--- src/rtl/fetch_pkg.sv ---
// Shared types and helpers for the fetch-stage prefetch queue.
package fetch_pkg;

    localparam int FETCH_ADDR_W = 5;
    localparam int FETCH_DATA_W = 32;

    // One queued fetch result: the address and the instruction word fetched from it.
    typedef struct packed {
        logic [FETCH_ADDR_W-1:0] pc;
        logic [FETCH_DATA_W-1:0] instr;
    } fetch_entry_t;

    // Occupancy needs one more bit than the pointers so that "full" is representable.
    function automatic int count_width(input int depth);
        return $clog2(depth) + 1;
    endfunction

endpackage

--- src/rtl/fetch_queue_ram.sv ---
// Entry storage for the fetch queue: one synchronous write port and one
// asynchronous read port. Contents are deliberately not reset.
module fetch_queue_ram
    import fetch_pkg::*;
#(
    parameter int DEPTH   = 4,
    parameter int ENTRY_W = $bits(fetch_entry_t),
    localparam int PTR_W  = $clog2(DEPTH)
) (
    input  logic               clk,
    input  logic               i_wr_en,
    input  logic [PTR_W-1:0]   i_wr_addr,
    input  logic [ENTRY_W-1:0] i_wr_data,
    input  logic [PTR_W-1:0]   i_rd_addr,
    output logic [ENTRY_W-1:0] o_rd_data
);

    logic [ENTRY_W-1:0] r_mem [DEPTH];

    // Capture the incoming entry at the write pointer.
    always_ff @(posedge clk) begin
        if (i_wr_en) begin
            r_mem[i_wr_addr] <= i_wr_data;
        end
    end

    assign o_rd_data = r_mem[i_rd_addr];

endmodule

--- src/rtl/instr_fetch_queue.sv ---
// Prefetch FIFO between instruction memory and decode. in_ready doubles as
// the program counter's count enable, so it depends on registered occupancy only.
// Optional build macro: INSTR_FETCH_QUEUE_BYPASS_EN lets a fetch into an empty
// queue reach decode in the same cycle.
module instr_fetch_queue
    import fetch_pkg::*;
#(
    parameter int DEPTH   = 4,
    parameter int ADDR_W  = FETCH_ADDR_W,
    parameter int DATA_W  = FETCH_DATA_W,
    localparam int CNT_W  = count_width(DEPTH)
) (
    input  logic              clk,
    input  logic              rst_n,
    input  logic              in_valid,
    input  logic [ADDR_W-1:0] in_pc,
    input  logic [DATA_W-1:0] in_instr,
    output logic              in_ready,
    output logic              out_valid,
    output logic [ADDR_W-1:0] out_pc,
    output logic [DATA_W-1:0] out_instr,
    input  logic              out_ready,
    input  logic              flush,
    output logic [CNT_W-1:0]  count
);

    localparam int PTR_W = $clog2(DEPTH);
    localparam int ENT_W = ADDR_W + DATA_W;
    localparam logic [CNT_W-1:0] FULL_CNT = CNT_W'(DEPTH);

    logic [PTR_W-1:0] r_wr_ptr;
    logic [PTR_W-1:0] r_rd_ptr;
    logic [CNT_W-1:0] r_count;
    logic [ENT_W-1:0] w_wr_data;
    logic [ENT_W-1:0] w_rd_data;
    logic             w_not_empty;
    logic             w_bypass;
    logic             w_push;
    logic             w_pop;
    logic             w_store;
    logic             w_unload;

    assign w_not_empty = (r_count != '0);
    assign in_ready    = (r_count != FULL_CNT);
    assign count       = r_count;

`ifdef INSTR_FETCH_QUEUE_BYPASS_EN
    // An empty queue forwards the fetch side straight to decode unless redirecting.
    assign w_bypass = ~w_not_empty & in_valid & ~flush;
`else
    assign w_bypass = 1'b0;
`endif

    assign out_valid = w_not_empty | w_bypass;
    assign w_push    = in_valid & in_ready;
    assign w_pop     = out_valid & out_ready;
    // A bypassed entry that decode takes immediately never touches storage.
    assign w_store   = w_push & ~(w_bypass & out_ready);
    assign w_unload  = w_pop & w_not_empty;
    assign w_wr_data = {in_pc, in_instr};

    fetch_queue_ram #(
        .DEPTH   (DEPTH),
        .ENTRY_W (ENT_W)
    ) u_ram (
        .clk       (clk),
        .i_wr_en   (w_store & ~flush),
        .i_wr_addr (r_wr_ptr),
        .i_wr_data (w_wr_data),
        .i_rd_addr (r_rd_ptr),
        .o_rd_data (w_rd_data)
    );

    // Head presentation: forwarded input, stored head, or zeros when nothing is valid.
    always_comb begin
        out_pc    = '0;
        out_instr = '0;
        if (w_bypass) begin
            {out_pc, out_instr} = w_wr_data;
        end else if (w_not_empty) begin
            {out_pc, out_instr} = w_rd_data;
        end
    end

    // Pointer and occupancy bookkeeping; a redirect overrides any push or pop.
    always_ff @(posedge clk or negedge rst_n) begin
        if (!rst_n) begin
            r_wr_ptr <= '0;
            r_rd_ptr <= '0;
            r_count  <= '0;
        end else if (flush) begin
            r_wr_ptr <= '0;
            r_rd_ptr <= '0;
            r_count  <= '0;
        end else begin
            if (w_store) begin
                r_wr_ptr <= r_wr_ptr + PTR_W'(1);
            end
            if (w_unload) begin
                r_rd_ptr <= r_rd_ptr + PTR_W'(1);
            end
            case ({w_store, w_unload})
                2'b10:   r_count <= r_count + CNT_W'(1);
                2'b01:   r_count <= r_count - CNT_W'(1);
                default: r_count <= r_count;
            endcase
        end
    end

endmodule

--- config.mk ---
export PLATFORM = sky130hd
export DESIGN_NAME = instr_fetch_queue
export DESIGN_NICKNAME = d
export VERILOG_FILES = /design/src/rtl/fetch_pkg.sv /design/src/rtl/fetch_queue_ram.sv /design/src/rtl/instr_fetch_queue.sv
export SDC_FILE = /design/constraint.sdc
export NUM_CORES = 1
export LEC_CHECK = 0
export CORE_UTILIZATION = 56
export DETAILED_ROUTE_END_ITERATION = 6
export DONT_BUFFER_PORTS = 1
export PLACE_DENSITY = 0.71
export SYNTH_ARGS = -nofsm -noshare
export SYNTH_HDL_FRONTEND = slang
export SYNTH_SLANG_ARGS = --single-unit
--- constraint.sdc ---
create_clock -name clk -period 2.3 [get_ports clk]
set_input_delay 0.46 -clock clk [delete_from_list [all_inputs] [get_ports clk]]
set_output_delay 0.46 -clock clk [all_outputs]
set_load 0.01 [all_outputs]
; Word level (Yosys, flattened, before mapping)
; Memory sizes are Yosys's and may differ from the RTL's.
; Index checks and enable logic that the tools add are counted.
[totals]
ram_bits = 148
n_memories = 1
output_inout_bits = 42
regBits = 7
[classes]
n_mux = 10
n_reduce_logical = 4
n_eq_ne = 3
bitwise_logic = 5
add_sub_neg = 4
[memory_table]
columns = name, words, word_bits, read_ports, rd_ports_with_merged_regs, wr, line_no
row1 = u_ram.r_mem, 4, 37, 1, 0, 1, fetch_queue_ram.sv:18  ; logic [ENTRY_W-1:0] r_mem [DEPTH];
[ops]
columns = operator, n
row1 = $mux 32, 1
row2 = $mux 2, 4
row3 = $pmux 3 s2, 1
row4 = $reduce_bool 3->1, 2
row5 = $mux 5, 1
row6 = $add 2x1->2 const B, 2
row7 = $and 1x1->1, 4
row8 = $reduce_bool 2->1, 2
row9 = $add 3x1->3 const B, 1
row10 = $mux 3, 1
row11 = $ne 3x3->1 const B, 1
row12 = $sub 3x1->3 const B, 1
row13 = $eq 2x1->1 const B, 1
row14 = $eq 2x2->1 const B, 1
row15 = $mux 1, 2
row16 = $not 1->1, 1

; Longest topological paths before layout
; Gate-level depths: netlist of run 1.
[logic_depth]
ltp_word = 6
depth_mapped = 8
mapped_depth_nobuf = 6

; Hierarchy
; A second synthesis of run 1 with hierarchy kept.
[unflattened]
cells_unflattened = 300
hier_area_um2 = 6239.7
[modules_own_cells]
columns = mod, cells_per_inst, area_per_inst_um2, seq_area_each_um2, n_inst
row1 = fetch_queue_ram, 197, 5426.5, 4444.3, 1
row2 = instr_fetch_queue, 103, 813.3, 175.2, 1

; Worst setup path before layout of run 1
; Ideal clock, no wire load.
[synth_timing]
kind = register to register
start = reg r_count[0], in the netlist count[0]
end = reg r_count[2], in the netlist count[2]
setup_time_ns = 0.082
period_less_slack_ns = 2.633
stages_incl_launch_ff = 9
slack_ns = -0.333
arrival_ns = 2.551
required_time_ns = 2.218
cell_sequence = dfrtp_1 > buf_4 > or3_4 > clkbuf_1 > and3_1 > fa_1 > or4b_1 > a21o_1 > a31oi_1
[synth_via]
elab_chain_cells = 6
elab_cells_between_ends = 12
classes_between = add/sub (2) / eq/ne (3) / mux (2) / bitwise (3) / reduce/logical (2)
[synth_rtl]
columns = item, line_no
row1 = start: declaration, instr_fetch_queue.sv:33  ; logic [CNT_W-1:0] r_count;
row2 = start signal: assignment, instr_fetch_queue.sv:103  ; 2'b10: r_count <= r_count + CNT_W'(1);
row3 = start signal: assignment, instr_fetch_queue.sv:104  ; 2'b01: r_count <= r_count - CNT_W'(1);
row4 = start signal: assignment, instr_fetch_queue.sv:105  ; default: r_count <= r_count;
row5 = $reduce_bool 3->1, instr_fetch_queue.sv:43  ; assign w_not_empty = (r_count != '0);
row6 = $and 1x1->1, instr_fetch_queue.sv:56  ; assign w_pop = out_valid & out_ready;
row7 = $and 1x1->1, instr_fetch_queue.sv:59  ; assign w_unload = w_pop & w_not_empty;
row8 = $eq 2x1->1 or $eq 2x2->1 (tied branches), instr_fetch_queue.sv:102  ; case ({w_store, w_unload})
row9 = $pmux 3 s2, instr_fetch_queue.sv:102
row10 = $mux 3, instr_fetch_queue.sv:91  ; end else if (flush) begin
; Several ways; a longest one is shown, not always the timed one.
; A chain may end at the register's enable or synchronous reset.

; Final worst setup path of run 1
[layout_timing]
start = reg r_rd_ptr[0]
end = out out_pc[1]
[layout_via]
elab_chain_cells = 2
[layout_rtl]
columns = item, line_no
row1 = start: declaration, instr_fetch_queue.sv:32  ; logic [PTR_W-1:0] r_rd_ptr;
row2 = start signal: assignment, instr_fetch_queue.sv:100  ; r_rd_ptr <= r_rd_ptr + PTR_W'(1);
row3 = $mem_v2 4x37, --
row4 = $mux 5, instr_fetch_queue.sv:80  ; end else if (w_not_empty) begin
row5 = end: declaration, instr_fetch_queue.sv:20  ; output logic [ADDR_W-1:0] out_pc,
; Every way passes these cells.

==> metrics.md, run 1 <==
| Metric | Value |
|---|---|
| Main synth FF type | edfxtp_1 |
| Yosys top cell area share | 0.7249 |
| Final hold slack | 0.02993 ns |
| CTS root buffer | clkbuf_8 |
| Max-slew headroom | 0.6872 |
| Clk_skew | 0.01058 ns |
| Die extent in x | 106.6 um |
| Share of cells above drive strength 1 | 0.3978 |
| Total Wirelength | 11330 um |
| Synth Area in XOR/XNOR | 0.007143 |
| CTS buffer count | 17 |
| Failing checks | setup timing |
| Final core occ | 0.7081 |
| Synth warnings | 0 |
| Initial Utilization | 0.5860 |
| Maximum vdd drop | 0.5629 mV |
| Syn Std Cell Area | 6131 um2 |
| IO Count | 84 |
| Drt initial violations | 176 |
| Final worst setup slack | -0.1208 ns |
| Final hold violation count | 0 |
| Critical path's top delay family | multiplexers |
| CTS tree | built |
| Number of flops mapped to enable cells by yosys | 148 |
| Commonest cells post-synth | 148 x edfxtp_1, 41 x and2_1, 37 x mux4_2 |
| Post-synthesis compound-gate area fraction | 0.01102 |
| Die Area | 11370 um2 |
| Nets | 397 |
| Buf/Inv on CP | 3 |
| Max-cap viol count | 0 |
| Clock latency on the worst-skew pair | 0.52 ns |
| Total GRT Usage | 0.2145 |
| H-tree levels | 4 |
| FP Rows | 37 |
| Via count | 2935 |
| Register area share after synthesis | 0.7535 |
| Placed cell areas | 6404 um2 |
| Top post-synthesis cells by area | edfxtp_1 72%, mux4_2 14%, and2_1 4.2%, dfrtp_1 2.9%, ha_1 0.82% |
| Synth Area per Inst | 20.50 um2 |
| Slew @ Worst Pin | 0.4574 ns |
| Fillers | 667 |
| Leak pwr | 2.464 nW |
| CTS Sinks | 155 |
| Remaining Overflow, GRT | 0 |
| Largest net degree at the start of global routing | 41 |
| Crit end category | primary output |
| CP Class | flip-flop to primary output |
| Final setup fails | 36 |
| First-pass GRT wire length | 17090 um |
| Power per standard cell area | 941.5 nW/um2 |
| CTS clock-pin slew for the worst setup and hold paths | 0.06 ns |
| Die H | 106.6 um |
| Worst min path class | input pin to flip-flop |
| Synth unique cells | 33 |
| Post-Synth Simple-Gate Area | 0.06633 |
| GPL Wtd Cong | 0.7623 |
| Layout area overhead | 20.84% |
| Top-count cell post-synth | edfxtp_1 |
| Fin crit share | 1.053 |
| Final ANT Viol Nets | 0 |
| Hpwl dp | 6355 um |
| Area leader, netlist | edfxtp_1 |
| Post-Synthesis Cells | 299 |
| Std-Cell Core Area | 10460 um2 |
| Crit path max fanout | 7 |
| Drt via density | 5.894 |
| Slowest stage cell, crit path | mux4_2 |
| Clock period minus worst slack | 2.421 ns |
| Synthesized Nets | 346 |
| # DRC | 0 |
| Post-DR wirelength/cell | 22.74 um |
| Initial antenna violation count | 0 |
| CP arrival | 1.96 ns |
| Ant. Diodes | 0 |
| Finished Layout Cells | 498 |
| Status | complete, but fails checks |
| Post-synthesis register bit count | 155 |
| Async set or reset register ratio after synthesis | 0.04516 |
| Port Buffers | 0 |
| Final Max Tran Viols | 0 |
| Peak per-stage delay on the critical path | 0.50 ns |
| TritonRoute pass-1 iters | 4 |
| Placed Instances | 437 |
| CP cell instances | buf_6 -> buf_12 -> buf_16 -> mux4_2 -> and2_4 |
| FMAX | 413.1 MHz |
| WP data required | 1.84 ns |
| RSZ-0062 raised after global routing | yes |
| Bufs on Longest Clock Path | 2 |
| Startpoint types | flip-flop |
| Vias in the first global route | 3072 |
| Design Area, Final | 7408 um2 |
| Post-synthesis adder-cell area fraction | 0.01143 |
| Post-synthesis mux area share | 0.1359 |
| Largest family of logic cells by synthesized area | multiplexers |
| Setup TNS | -2.602 ns |
## stage by stage
step                setup slack [ns]  total power [mW]
detailed placement           0.03953             4.162
global route                 -0.1967             7.231
CTS                          -0.1300             7.022
floorplan                    -0.2178             3.979
global placement              0.1033             4.142
finish                       -0.1208             6.975
## cell families after synthesis
logic type	count (synthesis)
compound gates	11
mux	37
xor+xnor	5
simple gates	68
fa+ha+maj	5
buf+inv	18
flops	155
## path summary, 6_finish.rpt
kind	cells after the start	endpoint	slack, ns	start
max	5	out_pc[1]	-0.12	r_rd_ptr[0]
min	1	count[0]	0.03	flush
max reg2reg	6	count[2]	0.06	count[0]
min reg2reg	2	r_wr_ptr[1]	0.60	r_wr_ptr[1]
max in group asynchronous	1	r_rd_ptr[1]	1.77	rst_n
min in group asynchronous	1	count[0]	0.27	rst_n
## flip-flops by register name (all words and copies together) (netlist names)
name	flops
r_wr_ptr	2
u_ram.r_mem	148
count	3
r_rd_ptr	2
## layer usage
metal  global-route usage  wire [um]  vias up
met1               0.2752       4704     1537
met3              0.08997        738       11
met2               0.3433       5787       95
met5                    0          0        -
li1                     -          -     1292
met4              0.05186         95        0
## area by class of cell
cell class / instances / area [um2] / share of cell area
clock buffers: 17 / 414.1 / 0.05590
clock inverters: 14 / 137.6 / 0.01858
inverters: 3 / 11.26 / 0.001520
multi-input cells: 126 / 1526 / 0.2060
flip-flops and latches: 155 / 4623 / 0.6240
well taps: 136 / 170.2 / 0.02297
repair buffers: 47 / 525.5 / 0.07093
## layout by cell type (no fill, tap or decap), types with 4 or more instances in the layout
master,netlist,final
nand2_1,5,5
buf_6,1,4
buf_4,2,16
nor2_1,6,6
and2_4,0,37
dlygate4sd3_1,0,19
nand3_1,5,5
and2_2,0,4
clkinvlp_4,0,4
buf_12,0,5
clkbuf_16,0,16
inv_6,0,5
edfxtp_1,148,148
ha_1,4,4
mux4_2,37,37
dfrtp_1,7,4
a21oi_1,4,4
## timing repair
| item | 4_1_cts | 5_1_grt |
|---|---|---|
| gates cloned | 3 | 0 |
| setup endpoints to repair | 37 | 38 |
| pin swaps | 0 | 1 |
| hold buffers | 2 | 17 |
| hold endpoints to repair | 12 | 39 |
| setup buffers | 8 | 2 |
| gates resized for setup | 49 | 1 |
## worst reg2reg max path, cell delays in order (launching register included)
cell and delay (ns):
dfrtp_2 0.41, or3_4 0.39, and3_4 0.18, fa_2 0.36, or4b_1 0.51, a21o_1 0.18, a31oi_1 0.13
## where the power goes
part           internal, mW  switching [mW]  leakage [nW]
clock network          1.45            1.12         0.260
registers              3.21          0.0308          1.43
logic                 0.619           0.544         0.770
total                  5.28            1.69          2.46
No activity file was read; power rests on OpenSTA's default activity.
==> run 2: changes to the inputs <==
--- a/config.mk
+++ b/config.mk
@@ -7,2 +7,3 @@
 export LEC_CHECK = 0
+export CORE_MARGIN = 2
 export CORE_UTILIZATION = 56
==> constraint.sdc (replaced) <==
create_clock -name clk -period 2.3 [get_ports clk]
set_input_delay 0.345 -clock clk [delete_from_list [all_inputs] [get_ports clk]]
set_output_delay 0.345 -clock clk [all_outputs]
set_load 0.01 [all_outputs]
==> run 2 against run 1 <==
Effect of this change:
- the flow now finishes without violations
- cell count increased by 3.0%
- non-clock buffer count increased by 10
- setup slack improved by 0.18 ns
- combinational power decreased by 10%
- wire length about the same
- core utilization decreased by 0.70 points
- die area increased by 3.8%
- critical path type unchanged
- largest power group unchanged
==> metrics.md, run 2 (synthesis results as in run 1) <==
| Metric | Value |
|---|---|
| FMAX | 445.3 MHz (+7.8%) |
| Sequential power share | 0.447 (-0.018) |
| FP Rows | 38 (+2.7%) |
| Worst min path class | input pin to flip-flop |
| Initial Utilization | 0.5706 (-0.01542) |
| Critical path's top delay family | multiplexers |
| Share of cells above drive strength 1 | 0.3244 (-0.07339) |
| Clock latency on the worst-skew pair | 0.51 ns (about the same) |
| Via count | 2954 (+0.65%) |
| Clk pwr share | 0.410 (+0.042) |
| Drt initial violations | 165 (-6.3%) |
| Commonest non-fill, non-tap cell in the layout | edfxtp_1 |
| Largest register FFs | 148 (unchanged) |
| Most frequent cells in the layout | 148 x edfxtp_1, 41 x dlygate4sd3_1, 37 x mux4_2 |
| Port Buffers | 0 (unchanged) |
| Final hold slack | 0.03675 ns (+0.006821 ns) |
| Post-DR wirelength/cell | 22.09 um (-2.9%) |
| CTS clock-pin slew for the worst setup and hold paths | 0.06 ns (about the same) |
| Std-Cell Core Area | 10750 um2 (+2.7%) |
| Fillers | 679 (+1.8%) |
| IO Count | 84 (unchanged) |
| CP Class | flip-flop to primary output |
| Nets | 407 (+2.5%) |
| Internal power | 5.641 mW (+6.8%) |
| Die extent in x | 108.6 um (+1.9%) |
| Clk_skew | 0.006730 ns (-0.003847 ns) |
| WP depth | 3 (-2) |
| Remaining Overflow, GRT | 0 (unchanged) |
| Total Wirelength | 11330 um (about the same) |
| CP cell instances | buf_12 -> mux4_2 -> and2_4 |
| Buf/Inv on CP | 1 (-2) |
| Layout area overhead | 22.88% |
| Total GRT Usage | 0.2086 (-0.005925) |
| CP arrival | 1.90 ns (-0.06 ns) |
| Initial antenna violation count | 0 (unchanged) |
| Maximum vdd drop | 0.6450 mV (+15%) |
| Die H | 108.6 um (+1.9%) |
| WP data required | 1.96 ns (+0.12 ns) |
| H-tree levels | 4 (unchanged) |
| Die Area | 11800 um2 (+3.8%) |
| Final ANT Viol Nets | 0 (unchanged) |
| TritonRoute pass-1 iters | 4 (unchanged) |
| Final hold violation count | 0 (unchanged) |
| CTS Sinks | 155 (unchanged) |
| Final setup fails | 0 (-100%) |
| Final Max Tran Viols | 0 (unchanged) |
| R2R cell count | 6 (unchanged) |
| Max-slew headroom | 0.6850 (-0.002180) |
| CTS tree | built |
| Switching Share | 0.2245 (-0.01822) |
| Fin crit share | 0.9763 (-0.07618) |
| Bufs on Longest Clock Path | 2 (unchanged) |
| Drt via density | 5.758 (-2.3%) |
| Clock period minus worst slack | 2.246 ns (-0.1752 ns) |
| Ant. Diodes | 0 (unchanged) |
| Pre-CTS WS | 0.05533 ns (+0.01580 ns) |
| Sw power | 1.633 mW (-3.5%) |
| CTS buffer count | 17 (unchanged) |
| Crit end category | primary output |
| First-pass GRT wire length | 17260 um (+0.97%) |
| Biggest register | u_ram.r_mem |
| CTS root buffer | clkbuf_8 |
| Placed Instances | 439 (+0.46%) |
| Hold depth | 2 (+1) |
| Peak per-stage delay on the critical path | 0.54 ns (+0.04 ns) |
| Final worst setup slack | 0.05441 ns (+0.1752 ns) |
| Vias in the first global route | 3125 (+1.7%) |
| GPL Wtd Cong | 0.6884 (-9.7%) |
| Slowest stage cell, crit path | mux4_2 |
| Crit path max fanout | 17 (+10) |
| Comb power frac | 0.142 (-0.025) |
| Startpoint types | flip-flop |
| Status | complete, no violations |
| RSZ-0062 raised after global routing | yes |
| Largest net degree at the start of global routing | 41 (unchanged) |
| Power per standard cell area | 965.5 nW/um2 (+2.5%) |
| # DRC | 0 (unchanged) |
| Max-cap viol count | 0 (unchanged) |
| Finished Layout Cells | 513 (+3.0%) |
| Slew @ Worst Pin | 0.4725 ns (+0.01510 ns) |
| Leak pwr | 2.498 nW (+1.4%) |
| Hpwl dp | 6264 um (-1.4%) |
[run 2: timing repair]
item,4_1_cts,5_1_grt
resized for setup,2,24
setup buffers,1,0
setup endpoints to repair,33,29
hold buffers,41,0
pin swaps,0,1
hold endpoints to repair,162,0
[run 2: cell type report]
| class | count | area, um2 | share of cell area |
|---|---|---|---|
| clock buffers | 19 | 431.7 | 0.05730 |
| clock inverters | 13 | 212.7 | 0.02823 |
| inverters | 3 | 11.26 | 0.001495 |
| multi-input cells | 126 | 1499 | 0.1990 |
| flip-flops and latches | 155 | 4623 | 0.6137 |
| well taps | 140 | 175.2 | 0.02325 |
| repair buffers | 57 | 580.6 | 0.07706 |
[run 2: worst paths after layout]
check / from / slack, ns / end
worst max-delay path: r_rd_ptr[0] / 0.05 / out_instr[11]
worst min-delay path: in_valid / 0.04 / count[2]
worst max register to register: count[0] / 0.10 / count[2]
worst min register to register: r_wr_ptr[1] / 0.60 / r_wr_ptr[1]
max in group asynchronous: rst_n / 1.86 / count[0]
min in group asynchronous: rst_n / 0.17 / r_rd_ptr[1]
[run 2: per-layer routing]
| layer | share of wire | GRT usage | vias up |
|---|---|---|---|
| met2 | 0.53 | 0.3473 | 91 |
| met1 | 0.40 | 0.2566 | 1544 |
| met5 | 0 | 0 | - |
| met3 | 0.066 | 0.07412 | 6 |
| met4 | 0.0077 | 0.07051 | 0 |
| li1 | - | - | 1313 |
[run 2: metrics by stage]
| step | area [um2] | util | TNS, ns | total power, mW |
|---|---|---|---|---|
| floorplan | 6158 | - | -0.2178 | 3.979 |
| global placement | 6406 | 0.5962 | 0 | 4.153 |
| detailed placement | 6406 | 0.5962 | 0 | 4.172 |
| CTS | 7473 | 0.6955 | 0 | 7.267 |
| global route | 7533 | 0.7011 | -0.1688 | 7.530 |
| finish | 7533 | 0.7011 | 0 | 7.274 |
[run 2: power groups by stage]
| stage | clock network, mW | logic, mW | registers [mW] |
|---|---|---|---|
| after CTS | 3.05 | 0.966 | 3.25 |
| after detailed placement | 0 | 0.849 | 3.32 |
| final | 2.98 | 1.04 | 3.25 |
| after global routing | 3.14 | 1.13 | 3.26 |
| after floorplan | 0 | 0.675 | 3.30 |
| after global placement | 0 | 0.839 | 3.31 |
==> run 3: changes to the inputs <==
SLEW_MARGIN = 0   (was default)
==> results of run 3 <==
No change in the layout: final DEF, timing and power equal those of run 2.
==> variant: new RTL, flow settings as in run 2 <==
Put one more register stage on the output `count`, without a reset. The value now appears one clock later. The other outputs are not delayed to match. Comments in the files are not updated.
--- a/src/rtl/instr_fetch_queue.sv
+++ b/src/rtl/instr_fetch_queue.sv
@@ -43,5 +43,7 @@
     assign w_not_empty = (r_count != '0);
     assign in_ready    = (r_count != FULL_CNT);
-    assign count       = r_count;
+    always_ff @(posedge clk) begin
+        count <= r_count;
+    end
 
 `ifdef INSTR_FETCH_QUEUE_BYPASS_EN
Behaviour: not the same (a bounded check fails within 4 cycles, from zero or initial values and one cycle with rst_n low).
==> variant against run 2 <==
First-iteration DRC count rose by 8.5%. Power fell by 0.28%. Die area rose by 0.95%. Wire length fell by 0.41%. Setup slack got worse by 0.020 ns. Synthesized cell count rose by 1.0%. Area after synthesis rose by 0.98%. Sequential cell count rose by 3. Hold slack improved by 0.015 ns. Cell area rose by 1.4%. Critical path type unchanged. Sequential power rose by 3%.
==> variant: results (changes against run 2) <==
stage	metric	value	unit	change
status	outcome	finished, final reports clean		
grt	Total Routing Usage GR	20.1	%	-0.78 points
grt	first-pass GRT wire length	17000	um	-1.6%
power	Worst IR Drop VDD	0.000626	V	-3.0%
setup_path	Reg-to-Reg End	r_count[2]$_DFFE_PN0P_		
synthesis	Synth async-reset ratio	4.43	%	-0.086 points
hold_path	hold_sp	out_ready		
sta	Layout Skew	0.00698	ns	+0.000247 ns
setup_path	Worst Path Max Fanout	14		-3
synthesis	syn_nets	349		+0.87%
synthesis	Synth Warn #	0		unchanged
synthesis	Syn Area/Cell	20.5	sq um	about the same
synthesis	post-synthesis sequential area ratio	75.6	%	+0.24 points
sta	WHS	0.0515	ns	+0.0147 ns
hold_path	cell depth of the worst hold path	3		+1
placed_design	Post-Place Cells	441		+0.46%
sta	Least-Margin Pin Slew	0.391	ns	-0.0810 ns
synthesis	synth top area cells	edfxtp_1 72%, mux4_2 13%, and2_1 4.1%		
synthesis	Synth Area in Adders	1.13	%	-0.011 points
synthesis	commonest cells in the synthesized netlist	148 x edfxtp_1, 41 x and2_1, 37 x mux4_2		
synthesis	multiplexer share of the synthesized area	13.5	%	-0.13 points
synthesis	Compound-Gate Fraction of Synth Area	1.33	%	+0.23 points
drt	initial DRC count	179		+8.5%
synthesis	Synth Area in XOR/XNOR	0.566	%	-0.15 points
finish	layout cell share with drive strength beyond 1	33.0	%	+0.54 points
grt	antenna violations before repair	0		unchanged
clocking	number of buffers created by CTS	17		unchanged
placed_design	RD Place Congestion	0.793		+15%
hold_path	worst hold path endpoint	r_rd_ptr[0]$_DFFE_PN0P_		
setup_path	Worst Path Arrival	1.92	ns	+0.02 ns
power	P_leak	2.56	nW	+2.4%
synthesis	synth unique cells	32		-3.0%
placed_design	DP Area	0.00648	sq mm	+1.1%
setup_path	reg2reg setup slack	0.17	ns	+0.07 ns
setup_path	reg2reg start	r_count[0]$_DFFE_PN0P_		
grt	vias in the first global route	3149		+0.77%
finish	Non-Filler Instances	523		+1.9%
placed_design	post-DP HPWL	6410	um	+2.4%
finish	fin nets	417		+2.5%
variant: layout make-up:
cell class	count	area, sq um
antenna	1	2.50
fill	661	3150
clock buffer	17	414
tap	140	175
sequential	158	4680
clock inverter	14	169
timing repair buffer	64	696
multi-input combinational	124	1480
inverter	5	18.8
variant: through the flow:
stage	TNS, ns	setup slack, ns
final	0	0.0344
after global routing	-0.244	-0.0270
after CTS	0	0.000512
after detailed placement	0	0.129
after global placement	0	0.220
after floorplan	0	0.0741
variant: per-layer routing:
metal  up-vias  GRT usage, %  part of all wire, %
met1      1601          25.2                   41
li1       1344             -                    -
met3        15          6.40                  4.8
met2        85          32.9                   52
met4         0          7.69                  1.5
met5         -             0                    0
variant: worst max-delay path by stage:
stage	start	endpoint	slack, ns	cells past startpoint
6_report	r_rd_ptr[0]$_DFFE_PN0P_	out_instr[25]	0.03	3
4_1_cts	r_rd_ptr[0]$_DFFE_PN0P_	out_instr[23]	0.0005	3
2_1_floorplan	r_count[1]$_DFFE_PN0P_	u_ram.r_mem[2][0]$_DFFE_PP_	0.07	3
3_5_place_dp	r_count[0]$_DFFE_PN0P_	r_count[2]$_DFFE_PN0P_	0.13	6
3_3_place_gp	r_count[0]$_DFFE_PN0P_	r_count[2]$_DFFE_PN0P_	0.22	6
5_1_grt	r_rd_ptr[0]$_DFFE_PN0P_	out_instr[25]	-0.03	3
variant: kinds of logic after synthesis:
| group | after synthesis |
|---|---|
| and+or+nand+nor | 65 |
| AOI/OAI and AO/OA | 13 |
| DFF | 158 |
| muxes | 37 |
| buffers and inverters | 20 |
| xor gates and xnor gates | 4 |
| adders and majority gates | 5 |
variant: report_power, final:
part / internal (mW) / switching (mW)
clock: 1.65 / 1.08
combinational: 0.611 / 0.580
sequential: 3.28 / 0.0600
total: 5.54 / 1.72
variant: what timing repair did:
action                                 4_1_cts  5_1_grt
hold buffers                                41        0
endpoints found under the hold margin      162        0
pin swaps                                    1        0
gates cloned                                 0        1
resized for setup                            7       23
buffers inserted                             0        8
setup endpoints to repair                    7       38
variant: critical path: cells and delay by family, from the launching register on:
kind / cells / cell delay (ns)
buffers and inverters: 1 / 0.24
flip-flops: 1 / 0.45
multiplexers: 1 / 0.53
AND/OR/NAND/NOR: 1 / 0.19
